## config.mk

```make
export PLATFORM = sky130hd
export DESIGN_NAME = ex_mem_pipe_reg
export DESIGN_NICKNAME = d
export VERILOG_FILES = /design/src/rtl/ex_mem_pipe_reg.sv
export SDC_FILE = /design/constraint.sdc
export NUM_CORES = 1
export LEC_CHECK = 0
export CAP_MARGIN = 20
export CELL_PAD_IN_SITES_DETAIL_PLACEMENT = 1
export CELL_PAD_IN_SITES_GLOBAL_PLACEMENT = 1
export CORE_ASPECT_RATIO = 1.4
export CORE_MARGIN = 8
export CORE_UTILIZATION = 25
export CTS_BUF_LIST = sky130_fd_sc_hd__clkbuf_16
export DETAILED_ROUTE_END_ITERATION = 7
export GPL_ROUTABILITY_DRIVEN = 0
export GPL_TIMING_DRIVEN = 1
export PLACE_DENSITY_LB_ADDON = 0.1
export SLEW_MARGIN = 20
export SYNTH_ARGS = -nofsm -noshare
export SYNTH_HDL_FRONTEND = slang
export SYNTH_SLANG_ARGS = --single-unit
```

## constraint.sdc

```tcl
create_clock -name clk -period 0.8 [get_ports clk]
set_input_delay 0.24 -clock clk [delete_from_list [all_inputs] [get_ports clk]]
set_output_delay 0.24 -clock clk [all_outputs]
set_load 0.005 [all_outputs]
```

## src/rtl/ex_mem_pipe_reg.sv

```systemverilog
// rtl/ex_mem_pipe_reg.sv - EX/MEM pipeline register with Z/N flags, OUT-port latch and forwarding tap
// Stall holds every register; flush inserts a bubble but leaves flags and the OUT latch alone.
module ex_mem_pipe_reg #(
   parameter int DATA_W     = 8,
   parameter int REG_ADDR_W = 2
) (
   input  logic                  clk,
   input  logic                  reset,
   input  logic                  stall,
   input  logic                  flush,
   input  logic                  ex_valid,
   input  logic [DATA_W-1:0]     ex_out,
   input  logic [DATA_W-1:0]     ex_store_data,
   input  logic                  ex_zero,
   input  logic                  ex_negative,
   input  logic                  ex_flags_we,
   input  logic                  ex_reg_we,
   input  logic [REG_ADDR_W-1:0] ex_rd,
   input  logic                  ex_mem_read,
   input  logic                  ex_mem_write,
   input  logic                  ex_outPort,
   input  logic [DATA_W-1:0]     ex_outPort_Data,
   output logic                  mem_valid,
   output logic [DATA_W-1:0]     mem_alu_result,
   output logic [DATA_W-1:0]     mem_store_data,
   output logic                  mem_reg_we,
   output logic [REG_ADDR_W-1:0] mem_rd,
   output logic                  mem_mem_read,
   output logic                  mem_mem_write,
   output logic                  flag_z,
   output logic                  flag_n,
   output logic [DATA_W-1:0]     out_port_q,
   output logic                  fwd_valid,
   output logic [REG_ADDR_W-1:0] fwd_rd,
   output logic [DATA_W-1:0]     fwd_data
);

   logic                  r_valid;
   logic [DATA_W-1:0]     r_alu_result;
   logic [DATA_W-1:0]     r_store_data;
   logic                  r_reg_we;
   logic [REG_ADDR_W-1:0] r_rd;
   logic                  r_mem_read;
   logic                  r_mem_write;
   logic                  r_flag_z;
   logic                  r_flag_n;
   logic [DATA_W-1:0]     r_out_port;

   logic w_load;
   logic w_flags_upd;
   logic w_out_upd;

   assign w_load      = ~stall & ~flush;
   assign w_flags_upd = w_load & ex_valid & ex_flags_we;
   // OUT data may float when no OUT is in EX, so it is only sampled on a real OUT.
   assign w_out_upd   = w_load & ex_valid & ex_outPort;

   always_ff @(posedge clk or negedge reset) begin
      if (!reset) begin
         r_valid      <= 1'b0;
         r_alu_result <= '0;
         r_store_data <= '0;
         r_reg_we     <= 1'b0;
         r_rd         <= '0;
         r_mem_read   <= 1'b0;
         r_mem_write  <= 1'b0;
      end else if (!stall) begin
         if (flush) begin
            r_valid      <= 1'b0;
            r_alu_result <= '0;
            r_store_data <= '0;
            r_reg_we     <= 1'b0;
            r_rd         <= '0;
            r_mem_read   <= 1'b0;
            r_mem_write  <= 1'b0;
         end else begin
            r_valid      <= ex_valid;
            r_alu_result <= ex_out;
            r_store_data <= ex_store_data;
            r_reg_we     <= ex_reg_we & ex_valid;
            r_rd         <= ex_rd;
            r_mem_read   <= ex_mem_read & ex_valid;
            r_mem_write  <= ex_mem_write & ex_valid;
         end
      end
   end

   always_ff @(posedge clk or negedge reset) begin
      if (!reset) begin
         r_flag_z   <= 1'b0;
         r_flag_n   <= 1'b0;
         r_out_port <= '0;
      end else begin
         if (w_flags_upd) begin
            r_flag_z <= ex_zero;
            r_flag_n <= ex_negative;
         end
         if (w_out_upd) begin
            r_out_port <= ex_outPort_Data;
         end
      end
   end

   assign mem_valid      = r_valid;
   assign mem_alu_result = r_alu_result;
   assign mem_store_data = r_store_data;
   assign mem_reg_we     = r_reg_we;
   assign mem_rd         = r_rd;
   assign mem_mem_read   = r_mem_read;
   assign mem_mem_write  = r_mem_write;
   assign flag_z         = r_flag_z;
   assign flag_n         = r_flag_n;
   assign out_port_q     = r_out_port;

   // Loads are excluded: their data is not known until MEM completes.
   assign fwd_valid = r_reg_we & ~r_mem_read;
   assign fwd_rd    = r_rd;
   assign fwd_data  = r_alu_result;

endmodule

```

# Yosys cells after proc, flatten, opt, wreduce, memory -nomap -nowiden

Index checks and enable logic that the tools add are counted.

Multiplexer cells: 7
Bitwise gates (word level): 11

Operators with widths:

| cell        | count |
|---|---|
| $mux 8      | 2 |
| $and 1x1->1 | 8 |
| $mux 1      | 4 |
| $not 1->1   | 3 |
| $mux 2      | 1 |

Logic and storage cells: 28
Output and inout bits: 43
Bits in registers: 32
Input bits: 38

# Depth between registers and ports, before layout

Depth in word-level cells: 4
Mapped depth: 4

# Least setup slack after synthesis

No wires, ideal clock.

Path kind: input-to-reg
Start point: input port stall
End point: register r_out_port[0], in the netlist out_port_q[0]
Data arrival time: 938 ps
Data required time: 675 ps
Slack: -264 ps
Library setup time: 125 ps
Path buffers: 1
Stages: 3
Cell sequence: and4bb_1 -> buf_6 -> mux2_4

Cells in the longest elaborated chain, start to end: 4

Ends and longest elaborated chain:

| element                  | RTL line | RTL |
|---|---|---|
| from (decl)              | 9        | `input logic stall,` |
| $not 1->1                | 53       | `assign w_load = ~stall & ~flush;` |
| $and 1x1->1              | 53       |  |
| $and 1x1->1 (2 in a row) | 56       | `assign w_out_upd = w_load & ex_valid & ex_outPort;` |
| to (signal assigned)     | 99       | `r_out_port <= ex_outPort_Data;` |
| to (decl)                | 47       | `logic [DATA_W-1:0] r_out_port;` |

Every way passes these cells.
A chain may end at the register's enable or synchronous reset.

# Worst setup path in the final report

Start point: register r_reg_we, in the netlist mem_reg_we
End point: output port mem_reg_we

RTL lines:

| element                | RTL line | RTL |
|---|---|---|
| from (decl)            | 41       | `logic r_reg_we;` |
| from (signal assigned) | 80       | `r_reg_we <= ex_reg_we & ex_valid;` |
| to (decl)              | 26       | `output logic mem_reg_we,` |

No word-level cell between the ends.

==> flow_metrics.tcl <==
set metrics [dict create \
    synth_compound_area_share_pct 8.98 \
    ys_seq_area_share_pct 57.5 \
    area_growth_pct 83.5 \
    antenna_found_initial 0 \
    endpoint_kind "output pin" \
    wire_per_inst_um 16.4 \
    drive_above_1_share_pct 45.2 \
    synth.area.top_cells "dfrtp_1, mux2_4, nand2b_1" \
    gr-total-overflow 0 \
    outcome "complete, but fails checks" \
    grt_pass1_wl_um 7670 \
    cts_tree "built" \
    skew_ps 0 \
    ios 81 \
    rr_endpoint "mem_reg_we$_DFFE_PN0N_" \
    via_per_inst 4.32 \
    synthesis.area_um2 1390 \
    synth_cells 120 \
    fin_crit_sh_pct 156 \
    violations "negative setup slack" \
    r2r-start "mem_reg_we$_DFFE_PN0N_" \
    clkSlewWorstSetupHoldPaths_ps 50 \
    fmax_mhz 800 \
    path_class "reg2out" \
    synth_mux_area_share_pct 10.2 \
    path_buf_inv 3 \
    final_common_cell "buf_2" \
    wl_um 4880 \
    critPathLaunchType "flop" \
    synth_top_cell_by_area "dfrtp_1" \
    root_buffer "clkbuf_16" \
    rows 32 \
    cp_data_arrival_time_ps 1010 \
    finalMaxSlewViolations 0 \
    synth_top_family_by_area "simple AND/OR/NAND/NOR gates" \
    tightest_slew_ps 185 \
    drc 0 \
    die-area_um2 8250 \
    crit_fanout 2 \
    hold_path_class "in2async" \
    cts_inserted_buffers 5 \
    layout_common_cells "buf_2, dfrtp_1, clkdlybuf4s50_1, buf_6, buf_4" \
    max_stage_delay_ps 400 \
    yosysUniqueCellTypes 14 \
    dp_hpwl_um 3590 \
    die_w_um 79.1 \
    n_antenna_cell 0 \
    critPathSlowestCell "dfrtp_1" \
    grt_max_degree 33 \
    cp_top_family "flip-flops" \
    ys_warn_count 0 \
    drt_pre_antenna_iters 2 \
    hold_buffers 0 \
    nets 267 \
    die_y_um 104 \
    synthAdderAreaFrac_pct 0 \
    relSlewSlack_pct 87.7 \
    htree_levels 2 \
    crit_top_cell "buf_6" \
    ant_nets 0 \
    nFillCells 640 \
    syn_avg_cell_area_um2 11.6 \
    p_leak_nw 1.27 \
    r2r_cells 5 \
    hold_violations 0 \
    start_util_pct 25.6 \
    max_cap_violations 0 \
    core-area_um2 5450 \
    grt_pass1_vias 1431 \
    rsz0062_at_grt "yes" \
    tns_ps -12080 \
    cp.required_ps 560 \
    cts.sinks 32 \
    irDropWorstVdd_mv 1.06 \
    cts_buffer_depth 2 \
    dr.first_iter.drc_count 24 \
    io_buffers 80 \
    setup_violations 58 \
    setup_ws_ps -450 \
    synth-xor-area-share_pct 0 \
    synthSimpleGateAreaFrac_pct 15.5 \
    postSynthNetCount 158 \
    rrSetupSlack_ps -160 \
    yosys.area.top_type_share_pct 57.5 \
    grt_usage_pct 12.0 \
    whs_ps 338 \
    finalCriticalPeriod_ps 1250 \
    insertion_delay_ps 270 \
    p_per_area_nw_per_um2 1930 \
    vias 1286 \
    ys_ff_latch 32 \
    crit_path_cell_trace "buf_4 > buf_6 > buf_6" \
]
per-stage QoR:
step | util [%] | cell area (um^2) | power (mW) | worst slack (ps) | std cells
after detailed placement | 43.6 | 2370 | 3.28 | -798 | 275
final | 46.9 | 2550 | 4.92 | -450 | 298
after CTS | 45.0 | 2450 | 4.92 | -465 | 294
after floorplan | - | 1400 | 2.33 | -264 | 120
after global placement | 43.6 | 2370 | 3.24 | -785 | 275
after global routing | 46.9 | 2550 | 5.21 | -488 | 298
power by group:
group          switching (mW)  leakage (nW)  internal (mW)
sequential              0.113         0.408           1.82
clock                   0.622        0.0738           1.12
combinational           0.406         0.785          0.848
total                    1.14          1.27           3.78
cell families (layout without fill, tap and decap cells):
| family | count (synthesis) | after routing |
|---|---|---|
| AND/OR/NAND/NOR | 40 | 40 |
| buffers and inverters | 16 | 126 |
| flip-flops | 32 | 32 |
| multiplexers | 10 | 10 |
| AO/OA/AOI/OAI | 22 | 22 |
worst reg2reg max path, delay by kind of cell, from the launching register on:
family | cells | cell delay (ps)
flip-flops | 1 | 400
buffers and inverters | 3 | 360
AO/OA/AOI/OAI | 1 | 50
AND/OR/NAND/NOR | 1 | 40
metal layers:
layer	vias up	track usage (%)	part of all wire [%]
met5	-	0	0
met4	0	3.59	0.88
met3	4	5.45	8.0
met2	52	21.2	54
met1	622	11.9	37
li1	608	-	-
sequential cells by signal, indices dropped and copies added, names as in the netlist, 2 cells and up:
register,cells
fwd_data,8
fwd_rd,2
mem_store_data,8
out_port_q,8
cells in the mapped netlist:
master / n
and4bb_1: 2
nand2b_1: 18
a22o_1: 4
dfrtp_1: 32
nor2b_1: 1
nor2_1: 1
clkbuf_1: 2
o21ai_1: 18
buf_2: 3
buf_6: 1
mux2_4: 8
buf_4: 10
nand2_1: 18
mux2_1: 2
worst max path at each step:
stage / from / end / depth (start not counted)
3_3_place_gp: flush / out_port_q[3]$_DFFE_PN0P_ / 4
3_5_place_dp: flush / out_port_q[3]$_DFFE_PN0P_ / 4
5_1_grt: mem_reg_we$_DFFE_PN0N_ / mem_reg_we / 3
6_report: mem_reg_we$_DFFE_PN0N_ / mem_reg_we / 3
4_1_cts: mem_mem_read$_DFFE_PN0N_ / fwd_valid / 3
2_1_floorplan: stall / out_port_q[0]$_DFFE_PN0P_ / 3
final cells by class:
class | count | area [um^2] | share of cell area, %
timing repair buffer | 118 | 1020 | 40.0
multi-input combinational | 72 | 510 | 20.0
tap | 68 | 85.1 | 3.33
clock buffer | 5 | 125 | 4.90
sequential | 32 | 801 | 31.3
clock inverter | 3 | 11.3 | 0.441
timing repair:
action | 4_1_cts | 5_1_grt
pin swaps | 4 | 5
gates cloned | 0 | 1
resized for setup | 206 | 14
endpoints found under the setup margin | 75 | 61
setup buffers | 14 | 7
(Power assumes the default switching activity.)
